==> src/rtl/cxapbasyncbridge_cdc_launch.sv <==
// Source-domain launch stage of the APB async bridge: holds one payload on data_async
// and runs a 4-phase req/ack handshake. Define CXAPB_CDC_LAUNCH_CHECK_EN for simulation-only protocol checks.
module cxapbasyncbridge_cdc_launch #(
    parameter int unsigned WIDTH       = 32,
    parameter int unsigned SYNC_STAGES = 2
) (
    input  logic             clk,
    input  logic             reset,
    input  logic             src_valid,
    input  logic [WIDTH-1:0] src_data,
    output logic             src_ready,
    output logic             req_async,
    output logic [WIDTH-1:0] data_async,
    input  logic             ack_async,
    output logic             busy
);

    localparam logic [1:0] ST_IDLE    = 2'd0;
    localparam logic [1:0] ST_REQ     = 2'd1;
    localparam logic [1:0] ST_ACKWAIT = 2'd2;

    logic [1:0]             state_q;
    logic [SYNC_STAGES-1:0] ack_sync_q;
    logic                   ack_sync;
    logic                   accept;

    // Plain flop chain: nothing may sit between the stages.
    always_ff @(posedge clk or posedge reset) begin
        if (reset) begin
            ack_sync_q <= '0;
        end else begin
            ack_sync_q <= {ack_sync_q[SYNC_STAGES-2:0], ack_async};
        end
    end

    assign ack_sync = ack_sync_q[SYNC_STAGES-1];

    // A late or spurious ack still high in IDLE blocks the next launch.
    assign src_ready = ~reset & (state_q == ST_IDLE) & ~ack_sync;
    assign accept    = src_valid & src_ready;
    assign busy      = (state_q != ST_IDLE);

    always_ff @(posedge clk or posedge reset) begin
        if (reset) begin
            state_q    <= ST_IDLE;
            req_async  <= 1'b0;
            data_async <= '0;
        end else begin
            case (state_q)
                ST_IDLE: begin
                    if (accept) begin
                        data_async <= src_data;
                        req_async  <= 1'b1;
                        state_q    <= ST_REQ;
                    end
                end
                ST_REQ: begin
                    if (ack_sync) begin
                        req_async <= 1'b0;
                        state_q   <= ST_ACKWAIT;
                    end
                end
                ST_ACKWAIT: begin
                    if (!ack_sync) begin
                        state_q <= ST_IDLE;
                    end
                end
                default: begin
                    req_async <= 1'b0;
                    state_q   <= ST_IDLE;
                end
            endcase
        end
    end

`ifdef CXAPB_CDC_LAUNCH_CHECK_EN
    logic [WIDTH-1:0] chk_data_q;
    logic             chk_busy_q;
    logic             chk_ack_q;

    always_ff @(posedge clk or posedge reset) begin
        if (reset) begin
            chk_data_q <= '0;
            chk_busy_q <= 1'b0;
            chk_ack_q  <= 1'b0;
        end else begin
            if (busy && chk_busy_q && (data_async !== chk_data_q)) begin
                $display("FATAL : CDC launch data unstable");
                $stop;
            end
            if (ack_sync && !chk_ack_q && (state_q == ST_IDLE)) begin
                $display("FATAL : CDC ack protocol violation");
                $stop;
            end
            if (accept && $isunknown(src_data)) begin
                $display("FATAL : CDC launch src_data X/Z on accept");
                $stop;
            end
            chk_data_q <= data_async;
            chk_busy_q <= busy;
            chk_ack_q  <= ack_sync;
        end
    end
`endif

endmodule

==> config.mk <==
export PLATFORM = sky130hd
export DESIGN_NAME = cxapbasyncbridge_cdc_launch
export DESIGN_NICKNAME = d
export VERILOG_FILES = /design/src/rtl/cxapbasyncbridge_cdc_launch.sv
export SDC_FILE = /design/constraint.sdc
export NUM_CORES = 1
export LEC_CHECK = 0
export ABC_AREA = 1
export CAP_MARGIN = 0
export CORE_UTILIZATION = 35
export CTS_BUF_LIST = sky130_fd_sc_hd__clkbuf_8 sky130_fd_sc_hd__clkbuf_16
export DETAILED_ROUTE_END_ITERATION = 12
export GPL_TIMING_DRIVEN = 0
export PLACE_DENSITY = 0.7
export SETUP_SLACK_MARGIN = 0.15
export SLEW_MARGIN = 20
export SYNTH_ARGS = -nofsm -noshare
export SYNTH_HDL_FRONTEND = slang
export SYNTH_SLANG_ARGS = --single-unit
export TNS_END_PERCENT = 100
==> constraint.sdc <==
create_clock -name clk -period 2.7 [get_ports clk]
set_input_delay 0.54 -clock clk [delete_from_list [all_inputs] [get_ports clk]]
set_output_delay 0.54 -clock clk [all_outputs]
set_load 0.005 [all_outputs]
==> results_dict.tcl, run 1 <==
set metrics [dict create \
    antenna_found_initial 0 \
    cts_resized 0 \
    dieArea_um2 4660 \
    synth_area_um2 1540 \
    cts_htree_levels 2 \
    grt_pass1_wl_um 5590 \
    dp_hpwl_um 2540 \
    worstHoldStart "ack_sync_q[0]" \
    reg2reg_setup_slack_ps 1500 \
    die_y_um 68.2 \
    worstRegToRegCells 5 \
    placementRows 23 \
    tightest_slew_ps 763 \
    maxSlewHeadroom_pct 49.1 \
    holdPathEnd "ack_sync_q[1]" \
    wl_um 3670 \
    io-pin-count 71 \
    synth.top_cells.by_count "68 x nand2_1, 37 x dfrtp_1, 32 x nand4_1, 9 x buf_2" \
    r2r_end "data_async[9]" \
    synthCells 160 \
    fin_crit_ps 2300 \
    hold-path-cell-count 0 \
    gr-total-overflow 0 \
    synthDistinctLibCells 12 \
    crit_fanout 3 \
    grt_max_degree 38 \
    cts_setup_buffers 0 \
    drt_pass1_iterations 4 \
    port_buffers 69 \
    skew_ps 2.13 \
    finalCritPeriodShare_pct 85.3 \
    synth_seq_cells 37 \
    drt_iter0_drc 73 \
    n_antenna_cell 0 \
    synth_warnings 0 \
    worstPathArrival_ps 1760 \
    cts_made_buffers 5 \
    drive_above_1_share_pct 8.86 \
    final_hold_viol_count 0 \
    r2r-start "state_q[0]" \
    cts_buffer_depth 2 \
    ant_nets 0 \
    synthesis.nets 196 \
    cts.clk_slew.worst_paths_ps 70 \
    synth_most_common_cell "nand2_1" \
    vias_per_cell 4.88 \
    initial_core_util_pct 37.3 \
    ir_drop_mv 0.366 \
    drv_cap 0 \
    synthFlopType "dfrtp_1" \
    design.core.area_um2 4120 \
    setup_viol 0 \
    die_w_um 68.2 \
    postCtsHoldBufs 0 \
    wl_per_cell_um 12.8 \
    hp-class "reg2reg" \
    path_class "in2out" \
    area_delta_synth_final_pct 54.3 \
    fin_tns_setup_ps 0 \
    remaining_drc_errors 0 \
    synth_area_per_cell_um2 9.60 \
    synth_enable_flop_cells 0 \
    vias 1400 \
    seq_area_frac_synth_pct 60.3 \
    gp_congestion 0.687 \
    synth_top_area_share_pct 60.3 \
    p_per_area_nw_per_um2 682 \
    clk_latency_ps 280 \
    power_leakage_nw 1.14 \
    worst_setup_path_start_kind "input pin" \
    cp-end-kind "primary output" \
    cp.required_ps 2160 \
    root_buffer "clkbuf_8" \
    synthTopCellsByArea "dfrtp_1 60%, nand2_1 17%, nand4_1 13%" \
    drv_slew 0 \
    yosys.area.top_type "dfrtp_1" \
    final_area_um2 2370 \
    async_flop_share_pct 100 \
    max_freq_ghz 0.434 \
    nets 272 \
    cts_tree "yes" \
    postPlaceCellArea_um2 2290 \
    grtUsageTotal_pct 16.8 \
    grt_pass1_vias 1256 \
    rsz0062_at_grt "false" \
    cts.sinks 37 \
    outcome "complete, no violations" \
]
[cells by family after synthesis]
group / share of synthesized area, %
flops: 60.3
buf+inv: 6.11
compound gates: 0.978
simple gates: 32.6
[worst max-delay path by stage]
stage / start / end / slack [ps] / cells after the start
floorplan: state_q[0] / src_ready / 1310 / 3
global placement: reset / data_async[6] / 410 / 2
detailed placement: reset / src_ready / 380 / 3
CTS: reset / src_ready / 380 / 3
global route: reset / src_ready / 340 / 3
finish: reset / src_ready / 400 / 3
[state kept, by name, summed over array words and instances, names as in the netlist]
| signal | count |
|---|---|
| data_async | 32 |
| ack_sync_q | 2 |
| state_q | 2 |
| req_async | 1 |
[per-stage QoR]
| stage | hold slack (ps) | util, % | power (mW) | std cells | worst slack, ps |
|---|---|---|---|---|---|
| 6_report | 351 | 57.6 | 1.62 | 287 | 397 |
| 3_3_place_gp | 333 | 55.6 | 1.27 | 279 | 406 |
| 4_1_cts | 355 | 57.6 | 1.63 | 287 | 383 |
| 5_1_grt | 368 | 57.6 | 1.72 | 287 | 336 |
| 3_5_place_dp | 336 | 55.6 | 1.27 | 279 | 383 |
| 2_1_floorplan | 331 | - | 0.928 | 160 | 1310 |
[report_power, final]
group	total, mW	switching [mW]	internal [mW]	leakage [nW]
clock network	0.357	0.185	0.172	0.0519
logic	0.507	0.190	0.317	0.623
registers	0.752	0.0714	0.681	0.462
[layout by cell type, fill, tap and decap left out]
master	n
nand2_1	68
buf_2	9
clkdlybuf4s50_1	69
inv_2	1
nor2_4	2
buf_6	3
nor3_1	1
o21ai_0	2
nand4_1	32
inv_1	5
dfrtp_1	37
clkbuf_8	5
clkbuf_1	1
a21oi_1	1
nand3_4	1
[routing by layer]
| metal | up-vias | wire length, µm | GRT usage, % | part of all wire (%) |
|---|---|---|---|---|
| met4 | 0 | 18 | 3.91 | 0.49 |
| met2 | 41 | 1810 | 27.8 | 49 |
| met3 | 2 | 236 | 8.00 | 6.4 |
| li1 | 692 | - | - | - |
| met1 | 665 | 1600 | 19.7 | 44 |
| met5 | - | 0 | 0 | 0 |
[cell type report]
type / instances / area [µm²]
tap: 50 / 62.6
sequential: 37 / 926
buffer: 13 / 82.6
clock inverter: 3 / 11.3
clock buffer: 5 / 68.8
multi-input combinational: 107 / 515
fill: 386 / 1750
timing repair buffer: 69 / 691
inverter: 3 / 11.3
[critical path, cell delays in order]
cell             delay, ps
clkdlybuf4s50_1        490
nor3_1                 210
clkdlybuf4s50_1        520
Power figures use the tool's default switching activity.
==> inputs of run 2 (changes only) <==
--- a/config.mk
+++ b/config.mk
@@ -6,6 +6,7 @@
 export NUM_CORES = 1
 export LEC_CHECK = 0
 export ABC_AREA = 1
+export ABC_CLOCK_PERIOD_IN_PS = 2700
 export CAP_MARGIN = 0
 export CORE_UTILIZATION = 35
 export CTS_BUF_LIST = sky130_fd_sc_hd__clkbuf_8 sky130_fd_sc_hd__clkbuf_16
==> results of run 2 <==
No change in the layout: final DEF, timing and power equal those of run 1.
